File: config.mk
export PLATFORM = sky130hd
export DESIGN_NAME = axil_cmd_master_flat
export DESIGN_NICKNAME = d
export VERILOG_FILES = /design/src/rtl/axil_cmd_master_if.sv /design/src/rtl/axil_cmd_master.sv /design/src/flat_wrapper.sv
export SDC_FILE = /design/constraint.sdc
export NUM_CORES = 1
export LEC_CHECK = 0
export CAP_MARGIN = 20
export CORE_ASPECT_RATIO = 0.7
export CORE_UTILIZATION = 35
export DETAILED_ROUTE_END_ITERATION = 8
export GPL_ROUTABILITY_DRIVEN = 0
export HOLD_SLACK_MARGIN = 0.12
export PLACE_DENSITY = 0.76
export SLEW_MARGIN = 20
export SYNTH_ARGS = -nofsm -noshare
export SYNTH_HDL_FRONTEND = slang
export SYNTH_SLANG_ARGS = --single-unit
File: constraint.sdc
create_clock -name aclk -period 2.16 [get_ports aclk]
set_input_delay 0.216 -clock aclk [delete_from_list [all_inputs] [get_ports aclk]]
set_output_delay 0.216 -clock aclk [all_outputs]
set_load 0.05 [all_outputs]
File: src/rtl/axil_cmd_master_if.sv
// AXI4-Lite bus bundle carrying the AW, W, B, AR and R channels.
// The master modport is the initiator view and the slave modport is the target view.
interface axi4_lite_if #(
  parameter int DW = 32,
  parameter int AW = 32
);
  logic [AW-1:0]   awaddr;
  logic [2:0]      awprot;
  logic            awvalid;
  logic            awready;
  logic [DW-1:0]   wdata;
  logic [DW/8-1:0] wstrb;
  logic            wvalid;
  logic            wready;
  logic [1:0]      bresp;
  logic            bvalid;
  logic            bready;
  logic [AW-1:0]   araddr;
  logic [2:0]      arprot;
  logic            arvalid;
  logic            arready;
  logic [DW-1:0]   rdata;
  logic [1:0]      rresp;
  logic            rvalid;
  logic            rready;

  modport master (
    output awaddr, awprot, awvalid, input awready,
    output wdata, wstrb, wvalid, input wready,
    input bresp, bvalid, output bready,
    output araddr, arprot, arvalid, input arready,
    input rdata, rresp, rvalid, output rready
  );

  modport slave (
    input awaddr, awprot, awvalid, output awready,
    input wdata, wstrb, wvalid, output wready,
    output bresp, bvalid, input bready,
    input araddr, arprot, arvalid, output arready,
    output rdata, rresp, rvalid, input rready
  );
endinterface

File: src/rtl/axil_cmd_master.sv
// Single-outstanding AXI4-Lite initiator: turns a command/response stream into one
// read or write transaction at a time, with a response timeout against dead slaves.
module axil_cmd_master #(
  parameter int AW      = 32,
  parameter int DW      = 32,
  parameter int TIMEOUT = 1024
) (
  input  logic            aclk,
  input  logic            aresetn,
  input  logic            cmd_valid,
  output logic            cmd_ready,
  input  logic            cmd_we,
  input  logic [AW-1:0]   cmd_addr,
  input  logic [DW-1:0]   cmd_wdata,
  input  logic [DW/8-1:0] cmd_wstrb,
  output logic            rsp_valid,
  input  logic            rsp_ready,
  output logic [DW-1:0]   rsp_rdata,
  output logic [1:0]      rsp_resp,
  output logic            rsp_timeout,
  axi4_lite_if.master     m
);

  typedef enum logic [2:0] {IDLE, WR, WR_RESP, RD, RD_RESP, RSP} state_e;

  localparam int CW = (TIMEOUT < 2) ? 1 : $clog2(TIMEOUT + 1);

  state_e          state_q, state_d;
  logic            cmd_ready_q, cmd_ready_d;
  logic [AW-1:0]   addr_q, addr_d;
  logic [DW-1:0]   wdata_q, wdata_d;
  logic [DW/8-1:0] wstrb_q, wstrb_d;
  logic            awvalid_q, awvalid_d;
  logic            wvalid_q, wvalid_d;
  logic            arvalid_q, arvalid_d;
  logic            bready_q, bready_d;
  logic            rready_q, rready_d;
  logic [DW-1:0]   rdata_q, rdata_d;
  logic [1:0]      resp_q, resp_d;
  logic            tmo_q, tmo_d;
  logic [CW-1:0]   cnt_q, cnt_d;

  always_comb begin
    state_d   = state_q;
    addr_d    = addr_q;
    wdata_d   = wdata_q;
    wstrb_d   = wstrb_q;
    awvalid_d = awvalid_q;
    wvalid_d  = wvalid_q;
    arvalid_d = arvalid_q;
    bready_d  = bready_q;
    rready_d  = rready_q;
    rdata_d   = rdata_q;
    resp_d    = resp_q;
    tmo_d     = tmo_q;
    cnt_d     = cnt_q;

    case (state_q)
      IDLE: begin
        if (cmd_valid && cmd_ready_q) begin
          addr_d  = cmd_addr;
          wdata_d = cmd_wdata;
          wstrb_d = cmd_wstrb;
          cnt_d   = CW'(TIMEOUT);
          tmo_d   = 1'b0;
          if (cmd_we) begin
            awvalid_d = 1'b1;
            wvalid_d  = 1'b1;
            state_d   = WR;
          end else begin
            arvalid_d = 1'b1;
            state_d   = RD;
          end
        end
      end
      WR: begin
        // AW and W retire independently; B is only requested once both are gone.
        awvalid_d = awvalid_q && !m.awready;
        wvalid_d  = wvalid_q && !m.wready;
        if (!awvalid_d && !wvalid_d) begin
          bready_d = 1'b1;
          state_d  = WR_RESP;
        end
      end
      WR_RESP: begin
        if (m.bvalid && bready_q) begin
          resp_d   = m.bresp;
          rdata_d  = '0;
          bready_d = 1'b0;
          state_d  = RSP;
        end
      end
      RD: begin
        if (m.arready) begin
          arvalid_d = 1'b0;
          rready_d  = 1'b1;
          state_d   = RD_RESP;
        end
      end
      RD_RESP: begin
        if (m.rvalid && rready_q) begin
          rdata_d  = m.rdata;
          resp_d   = m.rresp;
          rready_d = 1'b0;
          state_d  = RSP;
        end
      end
      RSP: begin
        if (rsp_ready) state_d = IDLE;
      end
      default: state_d = IDLE;
    endcase

    // A response captured in the expiry cycle already moved us to RSP and wins.
    if (TIMEOUT != 0 &&
        (state_q == WR || state_q == WR_RESP || state_q == RD || state_q == RD_RESP)) begin
      cnt_d = cnt_q - CW'(1);
      if (cnt_q == CW'(1) && state_d != RSP) begin
        awvalid_d = 1'b0;
        wvalid_d  = 1'b0;
        arvalid_d = 1'b0;
        bready_d  = 1'b0;
        rready_d  = 1'b0;
        rdata_d   = '0;
        resp_d    = 2'b10;
        tmo_d     = 1'b1;
        state_d   = RSP;
      end
    end

    cmd_ready_d = (state_d == IDLE);
  end

  always_ff @(posedge aclk) begin
    if (!aresetn) begin
      state_q     <= IDLE;
      cmd_ready_q <= 1'b0;
      addr_q      <= '0;
      wdata_q     <= '0;
      wstrb_q     <= '0;
      awvalid_q   <= 1'b0;
      wvalid_q    <= 1'b0;
      arvalid_q   <= 1'b0;
      bready_q    <= 1'b0;
      rready_q    <= 1'b0;
      rdata_q     <= '0;
      resp_q      <= '0;
      tmo_q       <= 1'b0;
      cnt_q       <= '0;
    end else begin
      state_q     <= state_d;
      cmd_ready_q <= cmd_ready_d;
      addr_q      <= addr_d;
      wdata_q     <= wdata_d;
      wstrb_q     <= wstrb_d;
      awvalid_q   <= awvalid_d;
      wvalid_q    <= wvalid_d;
      arvalid_q   <= arvalid_d;
      bready_q    <= bready_d;
      rready_q    <= rready_d;
      rdata_q     <= rdata_d;
      resp_q      <= resp_d;
      tmo_q       <= tmo_d;
      cnt_q       <= cnt_d;
    end
  end

  assign cmd_ready   = cmd_ready_q;
  assign rsp_valid   = (state_q == RSP);
  assign rsp_rdata   = rdata_q;
  assign rsp_resp    = resp_q;
  assign rsp_timeout = tmo_q;

  assign m.awaddr  = addr_q;
  assign m.awprot  = 3'b000;
  assign m.awvalid = awvalid_q;
  assign m.wdata   = wdata_q;
  assign m.wstrb   = wstrb_q;
  assign m.wvalid  = wvalid_q;
  assign m.bready  = bready_q;
  assign m.araddr  = addr_q;
  assign m.arprot  = 3'b000;
  assign m.arvalid = arvalid_q;
  assign m.rready  = rready_q;

endmodule

File: src/flat_wrapper.sv
// flat-port wrapper written by rule: the top's interface ports become plain ports
module axil_cmd_master_flat 
#(
  parameter int AW      = 32,
  parameter int DW      = 32,
  parameter int TIMEOUT = 1024
)
  (aclk, aresetn, cmd_valid, cmd_ready, cmd_we, cmd_addr, cmd_wdata, cmd_wstrb, rsp_valid, rsp_ready, rsp_rdata, rsp_resp, rsp_timeout, m_awaddr, m_awprot, m_awvalid, m_awready, m_wdata, m_wstrb, m_wvalid, m_wready, m_bresp, m_bvalid, m_bready, m_araddr, m_arprot, m_arvalid, m_arready, m_rdata, m_rresp, m_rvalid, m_rready);
  axi4_lite_if #(.DW(DW), .AW(AW)) m_i ();
  input  logic aclk;
  input  logic aresetn;
  input  logic cmd_valid;
  output logic cmd_ready;
  input  logic cmd_we;
  input  logic [AW-1:0] cmd_addr;
  input  logic [DW-1:0] cmd_wdata;
  input  logic [DW/8-1:0] cmd_wstrb;
  output logic rsp_valid;
  input  logic rsp_ready;
  output logic [DW-1:0] rsp_rdata;
  output logic [1:0] rsp_resp;
  output logic rsp_timeout;
  output wire logic [$bits(m_i.awaddr)-1:0] m_awaddr;
  output wire logic [$bits(m_i.awprot)-1:0] m_awprot;
  output wire logic [$bits(m_i.awvalid)-1:0] m_awvalid;
  input wire logic [$bits(m_i.awready)-1:0] m_awready;
  output wire logic [$bits(m_i.wdata)-1:0] m_wdata;
  output wire logic [$bits(m_i.wstrb)-1:0] m_wstrb;
  output wire logic [$bits(m_i.wvalid)-1:0] m_wvalid;
  input wire logic [$bits(m_i.wready)-1:0] m_wready;
  input wire logic [$bits(m_i.bresp)-1:0] m_bresp;
  input wire logic [$bits(m_i.bvalid)-1:0] m_bvalid;
  output wire logic [$bits(m_i.bready)-1:0] m_bready;
  output wire logic [$bits(m_i.araddr)-1:0] m_araddr;
  output wire logic [$bits(m_i.arprot)-1:0] m_arprot;
  output wire logic [$bits(m_i.arvalid)-1:0] m_arvalid;
  input wire logic [$bits(m_i.arready)-1:0] m_arready;
  input wire logic [$bits(m_i.rdata)-1:0] m_rdata;
  input wire logic [$bits(m_i.rresp)-1:0] m_rresp;
  input wire logic [$bits(m_i.rvalid)-1:0] m_rvalid;
  output wire logic [$bits(m_i.rready)-1:0] m_rready;
  assign m_awaddr = m_i.awaddr;
  assign m_awprot = m_i.awprot;
  assign m_awvalid = m_i.awvalid;
  assign m_i.awready = m_awready;
  assign m_wdata = m_i.wdata;
  assign m_wstrb = m_i.wstrb;
  assign m_wvalid = m_i.wvalid;
  assign m_i.wready = m_wready;
  assign m_i.bresp = m_bresp;
  assign m_i.bvalid = m_bvalid;
  assign m_bready = m_i.bready;
  assign m_araddr = m_i.araddr;
  assign m_arprot = m_i.arprot;
  assign m_arvalid = m_i.arvalid;
  assign m_i.arready = m_arready;
  assign m_i.rdata = m_rdata;
  assign m_i.rresp = m_rresp;
  assign m_i.rvalid = m_rvalid;
  assign m_rready = m_i.rready;
  axil_cmd_master #(.AW(AW), .DW(DW), .TIMEOUT(TIMEOUT)) u_core (.aclk(aclk), .aresetn(aresetn), .cmd_valid(cmd_valid), .cmd_ready(cmd_ready), .cmd_we(cmd_we), .cmd_addr(cmd_addr), .cmd_wdata(cmd_wdata), .cmd_wstrb(cmd_wstrb), .rsp_valid(rsp_valid), .rsp_ready(rsp_ready), .rsp_rdata(rsp_rdata), .rsp_resp(rsp_resp), .rsp_timeout(rsp_timeout), .m(m_i));
endmodule
==> flow_metrics.tcl <==
set metrics [dict create \
    path_buf_inv 2 \
    slowest_delay_ns 0.46 \
    insertion_delay_ns 0.40 \
    outcome "complete, no violations" \
    cap_violations 0 \
    die_area_um2 14200 \
    antennaDiodeCount 0 \
    slew-limit-headroom_pct 58.3 \
    grt_max_degree 56 \
    fmax_mhz 485 \
    worstHoldStart "cmd_wdata[20]" \
    critical_path.max_fanout 11 \
    grt_pass1_wl_um 21700 \
    synth_cell_types 41 \
    cts.sinks 123 \
    holdBufCountCts 0 \
    cts_made_buffers 17 \
    cts_tree "built" \
    core_area_um2 13300 \
    period_share_pct 95.6 \
    clock-root-buffer "clkbuf_16" \
    vias 4662 \
    drc_errors 0 \
    post-route-min-period_ns 2.06 \
    tightest_slew_ns 0.624 \
    fin_setup_tns_ns 0 \
    cpMaxStageDelayCell "or4b_4" \
    grt_pass1_vias 4235 \
    antenna_found_initial 0 \
    crit_start "u_core.cnt_q[0]" \
    required_ns 2.45 \
    final_cells 1001 \
    drtPass1Iterations 5 \
    boundaryPins 262 \
    grt-ovfl-total 0 \
    path_cells "ha_1, or4b_4, nor4_4, buf_4, a211oi_4, clkbuf_16, a22oi_1, nor2_1" \
    yosys_register_bits 123 \
    dp_hpwl_um 9880 \
    synth_area_per_cell_um2 8.29 \
    fp.dieW_um 142 \
    power_leakage_nw 2.88 \
    p_per_area_nw_per_um2 1090 \
    wl_um 14300 \
    crit_family "simple AND/OR/NAND/NOR gates" \
    critPathKind "reg2reg" \
    timing.hold.ws_ns 0.355 \
    rsz0062_at_grt "yes" \
    io_buffers 255 \
    h-tree-depth 4 \
    area_growth_syn_to_layout_pct 69.0 \
    finalSetupViolations 0 \
    start_util_pct 36.1 \
    final_layout_size_suffix_gt1_share_pct 8.46 \
    hold_violations 0 \
    drtAntennaViolNets 0 \
    worst-path-stages 8 \
    worstHoldPathType "in2reg" \
    drt-initial-drc-count 239 \
    grt_usage_pct 19.4 \
    finClkSkew_ns 0.0127 \
    yosysWarningCount 0 \
    path_clk_slew_ns 0.06 \
    reg2reg_setup_slack_ns 0.1 \
    maxSlewViolCount 0 \
    endpoint "u_core.rsp_rdata[7]" \
    clockBufferDepth 2 \
    vdd_drop_max_v 0.000618 \
    rr_worst_depth 8 \
    r2r-start "u_core.cnt_q[0]" \
    drt-wirelength-per-cell_um 14.3 \
    cp-end-kind "flip-flop" \
    start_kind "flip-flop" \
    yosysSeqAreaShare_pct 51.4 \
    nets 920 \
    syn-cell-area_um2 4790 \
    fillCellCount 1158 \
    arrival_ns 2.35 \
    r2r-end "u_core.rsp_rdata[7]" \
    via_per_inst 4.66 \
    synth_cells 578 \
    placed_cells 965 \
    final_core_util_pct 61.0 \
    rows 35 \
    die_y_um 99.9 \
]
==> what timing repair did <==
action | in CTS | in global routing
pin swaps | 0 | 3
endpoints found under the setup margin | 2 | 33
resized for setup | 2 | 9
buffers inserted | 0 | 3
gates cloned | 0 | 2
==> kinds of logic (layout without fill, tap and decap cells) <==
logic type	after synthesis	in the layout	synth area share, %
xor gates and xnor gates	9	9	1.65
and+or+nand+nor	231	231	20.4
other	1	6	0.0783
DFF	123	123	51.4
AOI/OAI and AO/OA	132	132	16.6
adders and majority gates	2	2	0.522
buffers and inverters	80	313	9.43
==> metrics by stage <==
| step | cell area (um^2) | power, mW | setup slack (ns) |
|---|---|---|---|
| finish | 8100 | 8.80 | 0.0961 |
| global route | 8100 | 9.21 | -0.0200 |
| CTS | 7990 | 8.83 | 0.0104 |
| detailed placement | 7370 | 5.86 | -0.0154 |
| global placement | 7370 | 5.82 | 0.0635 |
| floorplan | 4810 | 4.88 | 0.125 |
==> worst min path at each step <==
| stage | endpoint | slack [ns] | depth (start not counted) |
|---|---|---|---|
| 2_1_floorplan | u_core.m.araddr[0] | 0.35 | 2 |
| 3_3_place_gp | u_core.m.wdata[3] | 0.44 | 2 |
| 3_5_place_dp | u_core.m.wdata[26] | 0.45 | 2 |
| 4_1_cts | u_core.m.araddr[23] | 0.33 | 3 |
| 5_1_grt | u_core.m.wdata[17] | 0.35 | 3 |
| 6_report | u_core.m.wdata[20] | 0.35 | 3 |
==> placed cells by master (no fill, tap or decap), types with 2 or more instances in the layout <==
cell type          n
xnor2_1            8
nor4_1             2
buf_4             12
nor2b_1            3
nor3_1             4
inv_6              3
nand3_1            5
ha_1               2
nand2b_1           2
or4_4              2
a22oi_2            6
clkdlybuf4s50_1  254
clkbuf_16         19
nand2_1          151
dfxtp_2            2
a22oi_1           28
a31oi_1            4
bufinv_16          3
inv_1              5
dfxtp_1          121
buf_12             6
clkbuf_8           2
nor2_1            51
clkinvlp_4         4
a21oi_1           82
clkinv_4           2
conb_1             6
o21ai_0            5
==> flip-flops by register name (all words and copies together), names as in the netlist <==
signal              cells
u_core.m.rready         1
u_core.cnt_q           11
u_core.rsp_resp         2
u_core.m.awvalid        1
u_core.state_q          3
u_core.m.araddr        32
u_core.cmd_ready        1
u_core.m.wvalid         1
u_core.m.wdata         32
u_core.m.wstrb          4
u_core.rsp_timeout      1
u_core.m.bready         1
u_core.m.arvalid        1
u_core.rsp_rdata       32
==> cells in the mapped netlist <==
cell type / count / share of area, %
inv_1: 5 / 0.39
buf_1: 1 / 0.078
o211ai_1: 1 / 0.16
nand4_1: 1 / 0.13
nor2b_1: 3 / 0.39
clkbuf_1: 28 / 2.2
a311oi_1: 1 / 0.18
a21oi_1: 82 / 8.6
nor2_1: 51 / 4.0
a31oi_1: 4 / 0.52
ha_1: 2 / 0.52
a211oi_2: 1 / 0.26
inv_2: 1 / 0.078
o22ai_1: 1 / 0.13
conb_1: 1 / 0.078
a2111o_1: 1 / 0.23
or4b_2: 1 / 0.21
nand3_1: 5 / 0.52
and4_1: 1 / 0.18
xor2_1: 1 / 0.18
buf_4: 38 / 6.0
nand3b_1: 1 / 0.16
a22oi_1: 34 / 5.3
nand2b_1: 2 / 0.26
and3b_1: 1 / 0.18
or4_4: 2 / 0.47
nor4_1: 2 / 0.26
nand4b_1: 1 / 0.18
and4b_1: 1 / 0.21
dfxtp_1: 123 / 51
o211a_1: 1 / 0.21
nor3_2: 1 / 0.21
or3_1: 1 / 0.13
buf_2: 7 / 0.73
nand2_1: 151 / 12
o31ai_4: 1 / 0.44
nor4bb_1: 1 / 0.21
nor3_1: 4 / 0.42
xnor2_1: 8 / 1.5
o21ai_0: 5 / 0.52
nor4_4: 1 / 0.44
==> per-layer routing <==
layer  track usage, %  part of all wire (%)
met3             6.06                   7.0
met2             29.9                    46
met1             26.1                    46
met5                0                     0
met4             5.71                  0.80
==> tightest hold or removal path, stage by stage <==
cell,delay [ns]
clkdlybuf4s50_1,0.39
nand2_1,0.05
a21oi_1,0.05
==> cell type report <==
cell class	instances	area, um^2	area share (%)
flip-flops and latches	123	2460	30.4
clock inverters	12	164	2.02
well taps	185	231	2.86
repair buffers	276	2820	34.9
inverters	6	23.8	0.294
multi-input cells	380	1940	23.9
clock buffers	19	453	5.59
==> where the power goes <==
part           switching (mW)  internal, mW  total (mW)  leakage [nW]
Sequential              0.225          2.55        2.78         0.999
Clock                    1.06          1.88        2.95         0.289
Combinational            1.91          1.17        3.08          1.59
Power figures use the tool's default switching activity.
